<file path="src/rtl/mips_pkg.sv">
// Shared encodings for the MIPS hazard / pipeline-control slice:
// forwarding selects, memory-wait FSM states and the hardwired-zero register.
package mips_pkg;

    localparam logic [1:0] FWD_RF = 2'b00;
    localparam logic [1:0] FWD_M  = 2'b10;
    localparam logic [1:0] FWD_W  = 2'b01;

    localparam int unsigned REG_ZERO = 0;

    typedef enum logic [1:0] {
        IDLE = 2'b00,
        WAIT = 2'b01,
        DONE = 2'b10
    } mem_state_t;

endpackage

</file>
<file path="src/rtl/mips_mem_wait_fsm.sv">
// M-stage memory wait FSM: holds the pipeline for at least MEM_LAT cycles in
// WAIT and then until mem_ready is seen, followed by a single DONE release cycle.
module mips_mem_wait_fsm
    import mips_pkg::*;
#(
    parameter int unsigned MEM_LAT = 2
) (
    input  logic clk,
    input  logic reset,
    input  logic m_mem_req,
    input  logic mem_ready,
    output logic mem_stall,
    output logic mem_busy
);

    localparam int unsigned      WCNT_W    = (MEM_LAT < 2) ? 1 : $clog2(MEM_LAT + 1);
    localparam logic [WCNT_W-1:0] WCNT_LOAD = WCNT_W'(MEM_LAT);
    localparam logic [WCNT_W-1:0] WCNT_ZERO = {WCNT_W{1'b0}};
    localparam logic [WCNT_W-1:0] WCNT_ONE  = WCNT_W'(1);

    mem_state_t        state_r;
    mem_state_t        state_nxt_s;
    logic [WCNT_W-1:0] wcnt_r;
    logic [WCNT_W-1:0] wcnt_nxt_s;

    // State and wait-counter registers.
    always_ff @(posedge clk or posedge reset) begin
        if (reset) begin
            state_r <= IDLE;
            wcnt_r  <= WCNT_ZERO;
        end else begin
            state_r <= state_nxt_s;
            wcnt_r  <= wcnt_nxt_s;
        end
    end

    // Next-state logic; mem_ready is only honoured once the minimum wait expired.
    always_comb begin
        state_nxt_s = state_r;
        wcnt_nxt_s  = wcnt_r;
        case (state_r)
            IDLE: begin
                if (m_mem_req) begin
                    state_nxt_s = WAIT;
                    wcnt_nxt_s  = WCNT_LOAD;
                end else begin
                    state_nxt_s = IDLE;
                end
            end
            WAIT: begin
                if ((wcnt_r == WCNT_ZERO) && mem_ready) begin
                    state_nxt_s = DONE;
                end else begin
                    state_nxt_s = WAIT;
                end
                if (wcnt_r != WCNT_ZERO) begin
                    wcnt_nxt_s = wcnt_r - WCNT_ONE;
                end else begin
                    wcnt_nxt_s = WCNT_ZERO;
                end
            end
            DONE: begin
                state_nxt_s = IDLE;
            end
            default: begin
                state_nxt_s = IDLE;
                wcnt_nxt_s  = WCNT_ZERO;
            end
        endcase
    end

    // The IDLE request cycle already stalls so the access never slips through.
    assign mem_stall = ~reset & (((state_r == IDLE) & m_mem_req) | (state_r == WAIT));
    assign mem_busy  = (state_r != IDLE);

endmodule

</file>
<file path="src/rtl/mips_hazard_ctrl.sv">
// Hazard and pipeline-control unit for the 5-stage MIPS core: forwarding,
// load-use stall, branch flush, memory-wait stall. Macro HAZARD_PERF_CNT_EN adds perf counters.
module mips_hazard_ctrl
    import mips_pkg::*;
#(
    parameter int unsigned REG_ADDR_W = 5,
`ifdef HAZARD_PERF_CNT_EN
    parameter int unsigned CNT_W      = 32,
`endif
    parameter int unsigned MEM_LAT    = 2
) (
    input  logic                  clk,
    input  logic                  reset,
    input  logic [REG_ADDR_W-1:0] d_rs,
    input  logic [REG_ADDR_W-1:0] d_rt,
    input  logic                  d_uses_rs,
    input  logic                  d_uses_rt,
    input  logic [REG_ADDR_W-1:0] e_rs,
    input  logic [REG_ADDR_W-1:0] e_rt,
    input  logic [REG_ADDR_W-1:0] e_wr,
    input  logic                  e_regwrite,
    input  logic                  e_memtoreg,
    input  logic                  e_branch_taken,
    input  logic [REG_ADDR_W-1:0] m_wr,
    input  logic                  m_regwrite,
    input  logic                  m_memtoreg,
    input  logic                  m_mem_req,
    input  logic                  mem_ready,
    input  logic [REG_ADDR_W-1:0] w_wr,
    input  logic                  w_regwrite,
    output logic [1:0]            fwd_a,
    output logic [1:0]            fwd_b,
    output logic                  stall_f,
    output logic                  stall_d,
    output logic                  stall_e,
    output logic                  stall_m,
    output logic                  flush_d,
    output logic                  flush_e,
    output logic                  bubble_w,
    output logic                  mem_busy
`ifdef HAZARD_PERF_CNT_EN
    ,
    output logic [CNT_W-1:0]      perf_lu_stalls,
    output logic [CNT_W-1:0]      perf_mem_stalls,
    output logic [CNT_W-1:0]      perf_flushes
`endif
);

    localparam logic [REG_ADDR_W-1:0] RZ = REG_ADDR_W'(REG_ZERO);

    logic mem_stall_s;
    logic lu_s;

    // M result has priority over W; loads in M are not forwardable yet.
    function automatic logic [1:0] fwd_sel(
        input logic [REG_ADDR_W-1:0] src,
        input logic [REG_ADDR_W-1:0] mwr,
        input logic                  mrw,
        input logic                  mmtr,
        input logic [REG_ADDR_W-1:0] wwr,
        input logic                  wrw
    );
        logic [1:0] sel;
        if ((src != RZ) && (src == mwr) && mrw && !mmtr) begin
            sel = FWD_M;
        end else if ((src != RZ) && (src == wwr) && wrw) begin
            sel = FWD_W;
        end else begin
            sel = FWD_RF;
        end
        return sel;
    endfunction

    mips_mem_wait_fsm #(
        .MEM_LAT (MEM_LAT)
    ) u_mem_fsm (
        .clk       (clk),
        .reset     (reset),
        .m_mem_req (m_mem_req),
        .mem_ready (mem_ready),
        .mem_stall (mem_stall_s),
        .mem_busy  (mem_busy)
    );

    assign lu_s = e_memtoreg & e_regwrite & (e_wr != RZ) &
                  ((d_uses_rs & (d_rs == e_wr)) | (d_uses_rt & (d_rt == e_wr)));

    // Output priority: reset, then memory freeze, then branch over load-use.
    always_comb begin
        fwd_a    = FWD_RF;
        fwd_b    = FWD_RF;
        stall_f  = 1'b0;
        stall_d  = 1'b0;
        stall_e  = 1'b0;
        stall_m  = 1'b0;
        flush_d  = 1'b0;
        flush_e  = 1'b0;
        bubble_w = 1'b0;
        if (reset) begin
            fwd_a = FWD_RF;
        end else begin
            fwd_a = fwd_sel(e_rs, m_wr, m_regwrite, m_memtoreg, w_wr, w_regwrite);
            fwd_b = fwd_sel(e_rt, m_wr, m_regwrite, m_memtoreg, w_wr, w_regwrite);
            if (mem_stall_s) begin
                stall_f  = 1'b1;
                stall_d  = 1'b1;
                stall_e  = 1'b1;
                stall_m  = 1'b1;
                bubble_w = 1'b1;
            end else begin
                flush_d = e_branch_taken;
                flush_e = e_branch_taken | lu_s;
                stall_f = lu_s & ~e_branch_taken;
                stall_d = lu_s & ~e_branch_taken;
            end
        end
    end

`ifdef HAZARD_PERF_CNT_EN
    logic lu_evt_s;
    logic br_evt_s;

    function automatic logic [CNT_W-1:0] sat_inc(input logic [CNT_W-1:0] v);
        logic [CNT_W-1:0] r;
        if (&v) begin
            r = v;
        end else begin
            r = v + CNT_W'(1);
        end
        return r;
    endfunction

    assign lu_evt_s = ~reset & ~mem_stall_s & lu_s & ~e_branch_taken;
    assign br_evt_s = ~reset & ~mem_stall_s & e_branch_taken;

    // Saturating event counters for driven stalls and flushes.
    always_ff @(posedge clk or posedge reset) begin
        if (reset) begin
            perf_lu_stalls  <= {CNT_W{1'b0}};
            perf_mem_stalls <= {CNT_W{1'b0}};
            perf_flushes    <= {CNT_W{1'b0}};
        end else begin
            if (lu_evt_s) begin
                perf_lu_stalls <= sat_inc(perf_lu_stalls);
            end else begin
                perf_lu_stalls <= perf_lu_stalls;
            end
            if (mem_stall_s) begin
                perf_mem_stalls <= sat_inc(perf_mem_stalls);
            end else begin
                perf_mem_stalls <= perf_mem_stalls;
            end
            if (br_evt_s) begin
                perf_flushes <= sat_inc(perf_flushes);
            end else begin
                perf_flushes <= perf_flushes;
            end
        end
    end
`endif

endmodule

</file>
<file path="config.mk">
export PLATFORM = sky130hd
export DESIGN_NAME = mips_hazard_ctrl
export DESIGN_NICKNAME = d
export VERILOG_FILES = /design/src/rtl/mips_pkg.sv /design/src/rtl/mips_mem_wait_fsm.sv /design/src/rtl/mips_hazard_ctrl.sv
export SDC_FILE = /design/constraint.sdc
export NUM_CORES = 1
export LEC_CHECK = 0
export BUFFER_PORTS_ARGS = -buffer_cell sky130_fd_sc_hd__buf_2
export CORE_AREA = 5 5 50 52
export CTS_BUF_LIST = sky130_fd_sc_hd__clkbuf_8
export DETAILED_ROUTE_END_ITERATION = 10
export DIE_AREA = 0 0 55 57
export GPL_ROUTABILITY_DRIVEN = 1
export GPL_TIMING_DRIVEN = 0
export HOLD_SLACK_MARGIN = 0.12
export PLACE_DENSITY = 0.74
export SLEW_MARGIN = 20
export SYNTH_ARGS = -nofsm -noshare
export SYNTH_HDL_FRONTEND = slang
export SYNTH_SLANG_ARGS = --single-unit
</file>
<file path="constraint.sdc">
create_clock -name clk -period 1.3 [get_ports clk]
set_clock_uncertainty 0.05 [all_clocks]
set_input_delay 0.195 -clock clk [delete_from_list [all_inputs] [get_ports clk]]
set_output_delay 0.195 -clock clk [all_outputs]
set_load 0.005 [all_outputs]
</file>
# After elaboration in Yosys (flattened, before gate mapping)

Cells that the tools add are included.

Register bits after elaboration: 4
Input bits: 47

Add/subtract/negate cells: 1
Equal/unequal tests: 9
Muxes and demuxes: 20
Reduce and logical (&&, ||, !) cells: 20
Bitwise operators: 14

Operators with widths:

| kind                  | number |
|---|---|
| $eq A5 B5 Y1          | 6 |
| $reduce_bool A5 Y1    | 3 |
| $mux W2               | 7 |
| $logic_and A1 B1 Y1   | 11 |
| $mux W1               | 11 |
| $and A1 B1 Y1         | 8 |
| $pmux W2 S3           | 1 |
| $logic_not A2 Y1      | 2 |
| $pmux W2 S2           | 1 |
| $reduce_bool A2 Y1    | 2 |
| $not A1 Y1            | 3 |
| $or A1 B1 Y1          | 3 |
| $eq A2 B1 Y1 const B  | 1 |
| $eq A2 B2 Y1 const B  | 1 |
| $ne A2 B2 Y1 const B  | 1 |
| $reduce_and A2 Y1     | 1 |
| $sub A2 B1 Y2 const B | 1 |
| $logic_not A1 Y1      | 1 |

# Depth between registers and ports, before layout

Gate-level depths: netlist of run 1.

Depth after elaboration: 7
Depth in mapped cells: 5

# By module

Synthesis of run 1 repeated with hierarchy kept, for this count alone.

Cells, all modules: 82
Area total of the unflattened synthesis: 665.6 µm²

Modules (own cells, without submodules):

| module            | instances | seq. area each (µm²) | area an instance (µm²) | cells each |
|---|---|---|---|---|
| mips_hazard_ctrl  | 1         | 0.0                  | 485.5                  | 64 |
| mips_mem_wait_fsm | 1         | 100.1                | 180.2                  | 18 |

# Worst setup path after synthesis of run 1

OpenSTA, ideal clock, no wires.

Kind: input to output
From: input e_wr[3]
To: output stall_f
Path slack: -214 ps
Arrival time: 1,269 ps
Stages: 5
Path buffers: 1
Path through: xor2_1 nor4_2 a32oi_1 o32ai_1 buf_4

Longest elaborated chain between the ends: 7

Ends and longest elaborated chain:

| what                      | line                   | text |
|---|---|---|
| start, declared           | mips_hazard_ctrl.sv:20 | `input logic [REG_ADDR_W-1:0] e_wr,` |
| $eq A5 B5 Y1              | mips_hazard_ctrl.sv:86 | `((d_uses_rs & (d_rs == e_wr)) \| (d_uses_rt & (d_rt == e_wr)));` |
| $and A1 B1 Y1             | mips_hazard_ctrl.sv:86 |  |
| $or A1 B1 Y1              | mips_hazard_ctrl.sv:86 |  |
| $and A1 B1 Y1 (*)         | mips_hazard_ctrl.sv:85 | `assign lu_s = e_memtoreg & e_regwrite & (e_wr != RZ) &` |
| $and A1 B1 Y1 (*)         | -                      |  |
| $mux W1 (*) (2 in series) | -                      |  |
| end, declared             | mips_hazard_ctrl.sv:33 | `output logic stall_f,` |

Every way passes the cells marked *; elsewhere a longest branch is shown, timed or not.

# Final worst setup path of run 1

From: input d_rs[1]
To: output stall_f

Longest elaborated chain between the ends: 7

Ends and longest elaborated chain:

| what            | line                    | text |
|---|---|---|
| start, declared | mips_hazard_ctrl.sv:14  | `input logic [REG_ADDR_W-1:0] d_rs,` |
| $eq A5 B5 Y1    | mips_hazard_ctrl.sv:86  |  |
| $and A1 B1 Y1   | mips_hazard_ctrl.sv:86  |  |
| $or A1 B1 Y1    | mips_hazard_ctrl.sv:86  |  |
| $and A1 B1 Y1   | mips_hazard_ctrl.sv:85  |  |
| $and A1 B1 Y1   | mips_hazard_ctrl.sv:113 | `stall_f = lu_s & ~e_branch_taken;` |
| $mux W1         | mips_hazard_ctrl.sv:104 | `if (mem_stall_s) begin` |
| $mux W1         | mips_hazard_ctrl.sv:99  | `if (reset) begin` |

Every way passes these cells.

==> impl_results.md, run 1 <==
* VDD IR max at about 1.0 mV
* Non-filler instance count after layout at 179
* Largest net degree at the start of global routing at 7
* H-tree levels at 1
* GR Util All Layers at between 10% and 20%
* WL final at 2700 microns
* Flops & latches, synth at 4
* Max-slew violations at 0
* Storage cell area at 101.3 sq um
* P_leak at around 0.59 nW
* Final min period at 1668 ps
* Die height at 57 microns
* Worst path slowest cell: o32ai_2
* Violated checks: setup timing
* CTS tree: yes
* I/O pins at 59
* Tcrit/Tclk final at 128.3%
* Grt peak-use layer: met2
* Max frequency at 599.6 MHz
* GRT overflow at 0
* Vias per cell at 5.134
* RSZ-0062 raised after global routing: yes
* Critical Path Sink Type: primary output
* Starting DRT DRC Count at 18
* Vias in the first global route at 968
* Antenna violations before repair at 0
* Worst-path fanout max at 2
* Drt pass-1 iters at 4
* Skew-Pair Late Insertion Delay at between 200 and 250 ps
* Area of all placed cells without fillers at 1284 sq um
* Yosys warnings at 0
* CP Data Arrival Time at 1420 ps
* Pwr dens at 1007 nW/um^2
* Net Count, Synth at 130
* I/O Buffers at 58
* Fill count at 181
* GR Layer Usage met3 at roughly 3.1%
* Final setup violation count at 11
* Die Area at 3135 sq um
* Worst setup margin at -367.8 ps
* Via count at 919
* Fin. Hold Viols at 0
* CTS buffer count at 3
* Power, Total at 0.001293 W
* Row count at 17
* Ant diodes at 0
* Library cells used by synthesis at 26
* Core Region at 2063 sq um
* Startpoint class of the critical path: primary input
* Wire length per cell at 15.08 microns
* Total of max-cap violations at 0
* Root Buffer: clkbuf_8
* Die width at 55 microns
* Multi-input gate area at 633.1 sq um
* Bufs on Longest Clock Path at 2
* Clock sinks at 4
* Initial Utilization at ~32%
* Final HPWL DP at 1906 microns
* Hold Crit Class: primary input to flip-flop
* Sequential area share after synthesis at between 10% and 20%
* Placed cell area at 1002 sq um
* Tightest Pin Transition at 328.9 ps
* Global-route wire length before repair at slightly above 4000 microns
* CP Cell Sequence: buf_6, xor2_2, nor4_2, a32oi_1, o32ai_2, buf_4, buf_6
* Met1 Usage GRT at 17.97%
* Worst-path clk slew at 30 ps
* M2 GR Usage at roughly a third
* Final ANT Viol Nets at 0
* Post-Syn Area at 669.4 sq um
* Rel. slew slack at 77.89%
* Status: complete, but fails checks
* Layout cells sized above 1 at 61.59%
* CP required at 1050 ps
* Slowest stage delay, CP at 300 ps
* Placed cells at roughly 170
* Setup Crit Path Kind: primary input to primary output
* GPL Wtd Cong at 0.8190
* DR DRC count at 0
* CP most frequent cell: buf_6
* Fin nets at 200
* DP Worst Slack at -392.2 ps
* Mapped Cells at a little over 80
* Layout area overhead at 91.78%
* Syn Area/Cell at 8.065 sq um
-- worst paths after layout --
kind / startpoint / endpoint / slack, ps / depth (start not counted)
worst max-delay path: d_rs[1] / stall_f / -370 / 7
worst min-delay path: mem_ready / u_mem_fsm.state_r[1] / 200 / 3
worst max register to register: u_mem_fsm.state_r[1] / u_mem_fsm.wcnt_r[0] / 230 / 4
worst min register to register: u_mem_fsm.wcnt_r[0] / u_mem_fsm.state_r[1] / 430 / 1
max in group asynchronous: reset / u_mem_fsm.state_r[0] / 480 / 3
min in group asynchronous: reset / u_mem_fsm.state_r[1] / 520 / 3
-- cells by family (layout without fill, tap and decap cells) --
logic type	count (synthesis)	after routing	share of synthesized area [%]
AO/OA/AOI/OAI	11	11	13.27
XOR/XNOR	30	30	39.25
buffers and inverters	8	76	6.168
flip-flops	4	4	14.95
AND/OR/NAND/NOR	30	30	26.35
-- area by class of cell --
type	count	area share [%]
clock buffer	3	3.216
sequential	4	7.895
tap	28	2.729
multi-input combinational	71	49.32
timing repair buffer	65	33.14
buffer	3	2.047
inverter	5	1.657
-- metrics by stage --
step / hold WS [ps] / util, % / setup TNS (ps)
2_1_floorplan: -72.82 / - / -145.3
6_report: 204.4 / 62.22 / -2044
3_3_place_gp: 122.6 / 48.57 / -1935
4_1_cts: 196.3 / 59.49 / -1871
5_1_grt: 216.6 / 62.22 / -2724
3_5_place_dp: 127.2 / 48.57 / -2060
-- registers in the layout, summed over array words and instances, names as in the netlist --
signal / cells
u_mem_fsm.wcnt_r: 2
u_mem_fsm.state_r: 2
-- cells in the mapped netlist --
master	instances	area [sq um]
xor2_1	18	157.7
xnor2_1	12	105.1
nor2_1	8	30.03
inv_1	5	18.77
dfrtp_1	4	100.1
nand2_1	4	15.01
nor4_1	4	25.02
buf_4	3	22.52
nand4_1	3	18.77
a2111oi_0	2	17.52
and4bb_2	2	25.02
nand2b_1	2	12.51
o21ai_0	2	10.01
or4_1	2	15.01
a211oi_1	1	7.510
a32o_1	1	10.01
a32oi_1	1	8.760
a41o_1	1	10.01
and2_0	1	6.260
nand3_1	1	5.000
nor2b_1	1	6.260
nor3_1	1	5.000
nor4_2	1	12.51
o31a_1	1	8.760
o31ai_1	1	7.510
o32ai_1	1	8.760
-- layout by cell type, fill, tap and decap left out --
cell / synthesis / final
o31ai_1: 1 / 1
o21ai_0: 2 / 1
nor3_1: 1 / 1
nand4_1: 3 / 3
nand3_2: 0 / 1
a211oi_1: 1 / 1
o32ai_2: 0 / 1
nor4_1: 4 / 1
nor2b_2: 0 / 1
nor2_4: 0 / 3
inv_2: 0 / 1
xnor2_1: 12 / 12
buf_6: 0 / 11
inv_4: 0 / 1
a32oi_1: 1 / 1
buf_8: 0 / 2
dfrtp_1: 4 / 3
buf_4: 3 / 7
buf_2: 0 / 47
dlygate4sd3_1: 0 / 1
nor4_2: 1 / 4
nand2_2: 0 / 1
nand2_1: 4 / 3
inv_1: 5 / 3
a41o_1: 1 / 1
or4_4: 0 / 2
clkbuf_8: 0 / 3
and2_0: 1 / 1
dfrtp_2: 0 / 1
and4bb_2: 2 / 2
a32o_1: 1 / 1
nand2b_1: 2 / 2
o31a_1: 1 / 1
xor2_1: 18 / 16
xor2_2: 0 / 2
a2111oi_2: 0 / 2
nor2_1: 8 / 5
o21ai_4: 0 / 1
-- layer usage --
layer  wire (microns)  share of wire, %
met5                0                 0
met4               65               2.4
met3              279                10
met2             1426                53
met1              928                34
-- worst max-delay path: cells and delay by family --
| kind | cells | cell delay, ps |
|---|---|---|
| xor gates and xnor gates | 1 | 170 |
| and+or+nand+nor | 1 | 270 |
| buffers and inverters | 3 | 330 |
| AOI/OAI and AO/OA | 2 | 460 |
-- power by group --
group	total (W)	switching (W)	internal [W]
Combinational	0.000787	0.000353	0.000434
Sequential	0.000242	0.0000616	0.000180
Clock	0.000264	0.0000660	0.000198
-- timing repair --
| action | CTS | global route |
|---|---|---|
| hold buffers | 1 | 0 |
| setup endpoints to repair | 11 | 12 |
| buffers inserted | 5 | 2 |
| resized for setup | 36 | 11 |
| hold endpoints to repair | 4 | 0 |
| gates cloned | 0 | 0 |
| pin swaps | 22 | 3 |
Note: power is estimated with default switching activity, not from simulation.
==> run 2, diff against run 1 <==
--- a/config.mk
+++ b/config.mk
@@ -5,15 +5,16 @@
 export SDC_FILE = /design/constraint.sdc
 export NUM_CORES = 1
 export LEC_CHECK = 0
-export BUFFER_PORTS_ARGS = -buffer_cell sky130_fd_sc_hd__buf_2
-export CORE_AREA = 5 5 50 52
+export CAP_MARGIN = 20
+export CORE_AREA = 5 5 45 47
 export CTS_BUF_LIST = sky130_fd_sc_hd__clkbuf_8
 export DETAILED_ROUTE_END_ITERATION = 10
-export DIE_AREA = 0 0 55 57
+export DIE_AREA = 0 0 50 52
+export DONT_BUFFER_PORTS = 1
 export GPL_ROUTABILITY_DRIVEN = 1
 export GPL_TIMING_DRIVEN = 0
 export HOLD_SLACK_MARGIN = 0.12
-export PLACE_DENSITY = 0.74
+export PLACE_DENSITY = 0.58
 export SLEW_MARGIN = 20
 export SYNTH_ARGS = -nofsm -noshare
 export SYNTH_HDL_FRONTEND = slang
==> run 2 against run 1 <==
Against the previous run: the run still ends with setup timing left; count of clock-buffer cells in the layout unchanged; combinational power down 29%; utilization down 6.6 points; register-to-register slack worse by 110 ps; clock power down 2%; highest routed layer unchanged.
==> impl_results.md, run 2 (synthesized netlist as in run 1, its figures left out) <==
* Die Area at 2600 sq um (was 3135 sq um)
* Core Region at 1614 sq um (was 2063 sq um)
* CP Cell Sequence: xor2_1, nor4_2, a32oi_1, o32ai_2, buf_4 (was buf_6, xor2_2, nor4_2, a32oi_1, o32ai_2, buf_4, buf_6)
* Layout cells sized above 1 at 28.42% (was 61.59%)
* Worst path slowest cell: o32ai_2 (unchanged)
* Largest net degree at the start of global routing at 7 (unchanged)
* Critical Path Sink Type: primary output (unchanged)
* Crit path buf inv count at 1 (was 3)
* P_leak at 0.3338 nW (was 0.5937 nW)
* Clock sinks at 4 (unchanged)
* Fin nets at 144 (was 200)
* Skew-Pair Late Insertion Delay at 210 ps (was 220 ps)
* Commonest non-fill, non-tap cell in the layout: xor2_1 (was buf_2)
* Non-filler instance count after layout at 112 (was 179)
* Worst setup margin at -192.9 ps (was -367.8 ps)
* Vias per cell at 5.866 (was 5.134)
* GRT overflow at 0 (unchanged)
* Final setup violation count at 7 (was 11)
* Final min period at 1493 ps (was 1668 ps)
* Via count at 657 (was 919)
* CP Data Arrival Time at 1250 ps (was 1420 ps)
* Setup Crit Path Kind: primary input to primary output (unchanged)
* GPL Wtd Cong at 0.7551 (was 0.8190)
* Final HPWL DP at 1587 microns (was 1906 microns)
* Global-route wire length before repair at 3105 microns (was 4022 microns)
* CTS buffer count at 3 (unchanged)
* Total of max-cap violations at 0 (unchanged)
* Worst-path fanout max at 3 (was 2)
* Row count at 15 (was 17)
* Vias in the first global route at 753 (was 968)
* Max-slew violations at 0 (unchanged)
* Tightest Pin Transition at 499.7 ps (was 328.9 ps)
* I/O Buffers at 0 (was 58)
* I/O pins at 59 (unchanged)
* WL final at 1904 microns (was 2700 microns)
* Startpoint class of the critical path: primary input (unchanged)
* Hold Crit Class: primary input to flip-flop (unchanged)
* Initial Utilization at 41.47% (was 32.44%)
* Wire length per cell at 17.00 microns (was 15.08 microns)
* Final ANT Viol Nets at 0 (unchanged)
* Slowest stage delay, CP at 330 ps (was 300 ps)
* CTS tree: yes (unchanged)
* Die height at 52 microns (was 57 microns)
* Rel. slew slack at 66.60% (was 77.89%)
* VDD IR max at 1.106 mV (was 1.042 mV)
* Worst-path clk slew at 30 ps (about the same)
* R2R Setup Slk at 120 ps (was 230 ps)
* Cell family with most CP delay: compound AO/OA/AOI/OAI gates (unchanged)
* Die width at 50 microns (was 55 microns)
* CP required at 1050 ps (about the same)
* Layout area overhead at 34.02% (was 91.78%)
* Drt pass-1 iters at 4 (unchanged)
* Tcrit/Tclk final at 114.8% (was 128.3%)
* H-tree levels at 1 (unchanged)
* Top Registers: u_mem_fsm.state_r x2, u_mem_fsm.wcnt_r x2 (unchanged)
* Min Hold Slack at 227.9 ps (was 204.4 ps)
* Root Buffer: clkbuf_8 (unchanged)
* Ant diodes at 0 (unchanged)
* Bufs on Longest Clock Path at 2 (unchanged)
* Antenna violations before repair at 0 (unchanged)
* RSZ-0062 raised after global routing: yes (unchanged)
* GR Util All Layers at 14.85% (was 16.80%)
* Pwr dens at 1169 nW/um^2 (was 1007 nW/um^2)
* Fin. Hold Viols at 0 (unchanged)
* DR DRC count at 0 (unchanged)
* Violated checks: setup timing (unchanged)
* Starting DRT DRC Count at 7 (was 18)
* Placed cells at 100 (was 169)
* Max frequency at 669.8 MHz (was 599.6 MHz)
* Status: complete, but fails checks (unchanged)
* Most frequent cells in the layout: xor2_1 (18), xnor2_1 (12), buf_4 (6), nor2_1 (5) (was buf_2 (47), xor2_1 (16), xnor2_1 (12), buf_6 (11), buf_4 (7))
* Fill count at 155 (was 181)
-- run 2: changes by cell type in the layout (fill, tap and decap cells not counted), sizes merged --
cell	change
buf	-58
dlygate4sd3	+2
-- run 2: final timing paths --
path | to | start | cells after the start
worst max-delay path | stall_f | e_wr[3] | 5
worst min-delay path | u_mem_fsm.wcnt_r[0] | m_mem_req | 2
worst max register to register | u_mem_fsm.wcnt_r[0] | u_mem_fsm.state_r[1] | 5
worst min register to register | u_mem_fsm.state_r[1] | u_mem_fsm.wcnt_r[0] | 1
max in group asynchronous | u_mem_fsm.state_r[0] | reset | 2
min in group asynchronous | u_mem_fsm.state_r[1] | reset | 2
-- run 2: routing by layer --
layer	GRT usage, %	part of all wire, %
met4	6.114	0.84
met1	15.37	34
met3	5.158	12
met2	26.78	54
met5	0	0
-- run 2: cell type report --
| cell class | count | area, sq um | share of cell area, % |
|---|---|---|---|
| well taps | 17 | 21.27 | 2.371 |
| multi-input cells | 71 | 605.6 | 67.50 |
| repair buffers | 9 | 78.83 | 8.787 |
| inverters | 5 | 18.77 | 2.092 |
| clock buffers | 3 | 41.29 | 4.603 |
| flip-flops and latches | 4 | 101.3 | 11.30 |
| plain buffers | 3 | 30.03 | 3.347 |
-- run 2: power breakdown --
group          total [W]  switching, W  leakage (nW)  internal, W
registers       0.000232     0.0000519        0.0496     0.000180
logic           0.000559      0.000255         0.263     0.000305
clock network   0.000258     0.0000604        0.0216     0.000197
-- run 2: repair_timing --
action | CTS | global route
pin swaps | 12 | 8
endpoints found under the setup margin | 10 | 9
hold buffers | 3 | 0
buffers inserted | 4 | 2
endpoints found under the hold margin | 6 | 0
resized for setup | 16 | 7
-- run 2: worst reg2reg max path, stage by stage (launching register included) --
cell and delay [ps]:
dfrtp_1 390, inv_2 70, buf_4 130, buf_4 130
a211oi_1 210, a41o_1 130
-- run 2: per-stage QoR --
step / setup TNS [ps] / power (W) / instance area [sq um] / utilization [%] / worst slack, ps
floorplan: -145.3 / 0.0005252 / 676.9 / - / -145.3
global placement: -587.6 / 0.0005788 / 698.2 / 43.26 / -232.5
detailed placement: -660.4 / 0.0005847 / 698.2 / 43.26 / -231.5
CTS: -462.9 / 0.0009769 / 854.6 / 52.95 / -226.6
global route: -996.6 / 0.001142 / 897.1 / 55.58 / -307.8
finish: -484.4 / 0.001049 / 897.1 / 55.58 / -192.9
==> run 3, diff against run 2 <==
--- a/config.mk
+++ b/config.mk
@@ -5,16 +5,17 @@
 export SDC_FILE = /design/constraint.sdc
 export NUM_CORES = 1
 export LEC_CHECK = 0
+export ABC_AREA = 1
 export CAP_MARGIN = 20
-export CORE_AREA = 5 5 45 47
+export CORE_AREA = 5 5 53 55
 export CTS_BUF_LIST = sky130_fd_sc_hd__clkbuf_8
 export DETAILED_ROUTE_END_ITERATION = 10
-export DIE_AREA = 0 0 50 52
+export DIE_AREA = 0 0 58 60
 export DONT_BUFFER_PORTS = 1
 export GPL_ROUTABILITY_DRIVEN = 1
 export GPL_TIMING_DRIVEN = 0
 export HOLD_SLACK_MARGIN = 0.12
-export PLACE_DENSITY = 0.58
+export PLACE_DENSITY = 0.5
 export SLEW_MARGIN = 20
 export SYNTH_ARGS = -nofsm -noshare
 export SYNTH_HDL_FRONTEND = slang
==> run 3 against run 2 <==
Against the previous run: the flow still finishes with violations (setup timing); sequential share of layout area down 2.0 points; setup slack got worse by 110 ps; wire length is 24% higher; utilization is 9.2 points lower; final area increased by 21%; critical endpoint unchanged.
==> impl_results.md, run 3 <==
* Worst-path fanout max at 4 (was 3)
* Vias in the first global route at 977 (was 753)
* Largest net degree at the start of global routing at 7 (unchanged)
* CP Cell Sequence: nor2_4, inv_2, nand2_2, inv_2, nor2_4, o21bai_4, buf_6 (was xor2_1, nor4_2, a32oi_1, o32ai_2, buf_4)
* Final min period at 1603 ps (was 1493 ps)
* Layout area overhead at 31.87% (was 34.02%)
* Row count at 18 (was 15)
* Sequential area share after synthesis at 12.14% (was 14.95%)
* Flops & latches, synth at 4 (unchanged)
* Final HPWL DP at 1940 microns (was 1587 microns)
* Post-synth top cells: nand2_1 (47), inv_1 (32), nor2_1 (17) (was xor2_1 (18), xnor2_1 (12), nor2_1 (8))
* M2 GR Usage at 25.16% (was 26.78%)
* Violated checks: setup timing (unchanged)
* Post-route setup TNS at -1607 ps (was -484.4 ps)
* Area of all placed cells without fillers at 1087 sq um (was 897.1 sq um)
* Final ANT Viol Nets at 0 (unchanged)
* Pwr dens at 1215 nW/um^2 (was 1169 nW/um^2)
* CP required at 1050 ps (about the same)
* Status: complete, but fails checks (unchanged)
* GR Layer Usage met3 at 7.343% (was 5.158%)
* Syn Area/Cell at 5.153 sq um (was 8.065 sq um)
* Die height at 60 microns (was 52 microns)
* Storage cell area at 101.3 sq um (unchanged)
* Die Area at 3480 sq um (was 2600 sq um)
* Top Registers: u_mem_fsm.state_r x2, u_mem_fsm.wcnt_r x2 (unchanged)
* Skew-Pair Late Insertion Delay at 220 ps (was 210 ps)
* Bufs on Longest Clock Path at 2 (unchanged)
* Mapped Cells at 160 (was 83)
* Drt pass-1 iters at 4 (unchanged)
* Net Count, Synth at 207 (was 130)
* Initial Utilization at 35.20% (was 41.47%)
* Grt peak-use layer: met2 (unchanged)
* Library cells used by synthesis at 20 (was 26)
* DR DRC count at 0 (unchanged)
* Clock sinks at 4 (unchanged)
* Tightest Pin Transition at 259.0 ps (was 499.7 ps)
* Post-Synth XOR/XNOR Area at 9.560% (was 39.25%)
* Area leader, netlist: nand2_1 (was xor2_1)
* CTS tree: yes (unchanged)
* Fill count at 242 (was 155)
* GPL Wtd Cong at 0.7752 (was 0.7551)
* Wire length per cell at 11.55 microns (was 17.00 microns)
* Fin. Hold Viols at 0 (unchanged)
* Yosys warnings at 0 (unchanged)
* Worst path slowest cell: dfrtp_2 (was o32ai_2)
* Most frequent cells in the layout: nand2_1 (42), inv_1 (31), nor2_1 (15), xor2_1 (8), buf_6 (8) (was xor2_1 (18), xnor2_1 (12), buf_4 (6), nor2_1 (5))
* Post-synth EDFFs at 0 (unchanged)
* Commonest non-fill, non-tap cell in the layout: nand2_1 (was xor2_1)
* GRT overflow at 0 (unchanged)
* Worst setup margin at -302.8 ps (was -192.9 ps)
* Placed cell area at 878.3 sq um (was 698.2 sq um)
* Starting DRT DRC Count at 29 (was 7)
* Max frequency at 623.9 MHz (was 669.8 MHz)
* H-tree levels at 1 (unchanged)
* Critical Path Sink Type: primary output (unchanged)
* Vias per cell at 4.745 (was 5.866)
* Setup Crit Path Kind: flip-flop to primary output (was primary input to primary output)
* Root Buffer: clkbuf_8 (unchanged)
* Fin nets at 223 (was 144)
* DP Worst Slack at -109.2 ps (was -231.5 ps)
* Mux cell area share after synthesis at 0% (unchanged)
* Global-route wire length before repair at 3815 microns (was 3105 microns)
* Tcrit/Tclk final at 123.3% (was 114.8%)
* Total of max-cap violations at 0 (unchanged)
* WL final at 2356 microns (was 1904 microns)
* RSZ-0062 raised after global routing: yes (unchanged)
* I/O pins at 59 (unchanged)
* Multi-input gate area at 624.3 sq um (was 605.6 sq um)
* Met1 Usage GRT at 12.85% (was 15.37%)
* Largest family of logic cells by synthesized area: simple AND/OR/NAND/NOR gates (was XOR/XNOR gates)
* Layout cells sized above 1 at 22.41% (was 28.42%)
* Core Region at 2342 sq um (was 1614 sq um)
* Via count at 968 (was 657)
* Rel. slew slack at 82.69% (was 66.60%)
* Dominant synthesized flop cell: dfrtp_1 (unchanged)
* Crit path buf inv count at 3 (was 1)
* Final setup violation count at 9 (was 7)
* Post-synthesis simple-gate area fraction at 47.65% (was 26.36%)
* GR Util All Layers at 13.75% (was 14.85%)
* Slowest stage delay, CP at 440 ps (was 330 ps)
* Die width at 58 microns (was 50 microns)
* CTS buffer count at 3 (unchanged)
* Hold Crit Class: primary input to flip-flop (unchanged)
* Post-Syn Area at 824.5 sq um (was 669.4 sq um)
* I/O Buffers at 0 (unchanged)
* Most frequent cell after synthesis: nand2_1 (was xor2_1)
* Cell family with most CP delay: flip-flops (was compound AO/OA/AOI/OAI gates)
* P_leak at 0.6127 nW (was 0.3338 nW)
* VDD IR max at 0.9268 mV (was 1.106 mV)
* Startpoint class of the critical path: flip-flop (was primary input)
* Antenna violations before repair at 0 (unchanged)
* Async S/R FF share, synth at 100.0% (unchanged)
* Yosys top cell area share at 21.40% (was 23.55%)
* Max-slew violations at 0 (unchanged)
* Synth Area in Compound Gates at 10.62% (was 13.27%)
* Synth area leaders: nand2_1 (21%), inv_1 (15%), dfrtp_1 (12%), xor2_1 (8.5%), nor2_1 (7.7%) (was xor2_1 (24%), xnor2_1 (16%), dfrtp_1 (15%), nor2_1 (4.5%), and4bb_2 (3.7%))
* Worst-path clk slew at 40 ps (was 30 ps)
* Ant diodes at 0 (unchanged)
* Adder-Cell Fraction of Synth Area at 0% (unchanged)
* CP Data Arrival Time at 1360 ps (was 1250 ps)
run 3: cell count changes after synthesis, moves of 5 or more:
cell / delta
nand3_1: +6
nor2_2: +5
nor2_1: +9
nand2_1: +43
xnor2_1: -11
inv_2: +6
a21oi_1: +5
xor2_1: -10
inv_1: +27
run 3: timing repair:
item | CTS | global route
pin swaps | 5 | 3
setup endpoints to repair | 7 | 9
hold endpoints to repair | 5 | 4
setup buffers | 9 | 2
hold buffers | 1 | 1
resized for setup | 14 | 11
gates cloned | 0 | 0
run 3: worst paths after layout:
kind / startpoint / to / slack [ps] / depth (start not counted)
worst max-delay path: u_mem_fsm.state_r[1] / stall_f / -300 / 7
worst min-delay path: m_mem_req / u_mem_fsm.wcnt_r[0] / 200 / 3
worst max register to register: u_mem_fsm.state_r[1] / u_mem_fsm.state_r[0] / -110 / 9
worst min register to register: u_mem_fsm.wcnt_r[1] / u_mem_fsm.state_r[1] / 450 / 1
max in group asynchronous: reset / u_mem_fsm.state_r[1] / 650 / 2
min in group asynchronous: reset / u_mem_fsm.wcnt_r[1] / 350 / 2
run 3: kinds of logic (layout without fill, tap and decap cells):
| group | after synthesis | after routing |
|---|---|---|
| flops | 4 | 4 |
| xor+xnor | 9 | 9 |
| buf+inv | 41 | 55 |
| compound gates | 16 | 16 |
| simple gates | 90 | 90 |
run 3: tightest hold or removal path: stages:
cell and delay [ps]:
inv_1 30, o21ai_0 80, o21ai_0 130
run 3: metrics by stage:
step                hold slack, ps  cells  utilization, %  total power, W
finish                       201.8    204           46.42        0.001321
global route                 269.5    204           46.42        0.001425
CTS                         -256.4    203           44.50        0.001230
detailed placement          -40.19    190           37.50       0.0006719
global placement            -40.51    190           37.50       0.0006668
floorplan                   -72.47    160               -       0.0006056
run 3: metal layers:
layer | share of wire [%] | up-vias | wire (microns)
met4 | 2.2 | 0 | 51
met3 | 14 | 6 | 338
met5 | 0 | - | 0
li1 | - | 513 | -
met1 | 34 | 397 | 802
met2 | 49 | 52 | 1164
run 3: area by class of cell:
class | instances | area share [%]
flip-flops and latches | 4 | 9.321
well taps | 30 | 3.452
clock buffers | 3 | 3.797
multi-input cells | 115 | 57.42
inverters | 38 | 13.12
repair buffers | 11 | 10.47
plain buffers | 3 | 2.417
run 3: power breakdown:
group / internal (W) / switching (W)
registers: 0.000182 / 0.0000570
clock network: 0.000198 / 0.0000706
logic: 0.000435 / 0.000378
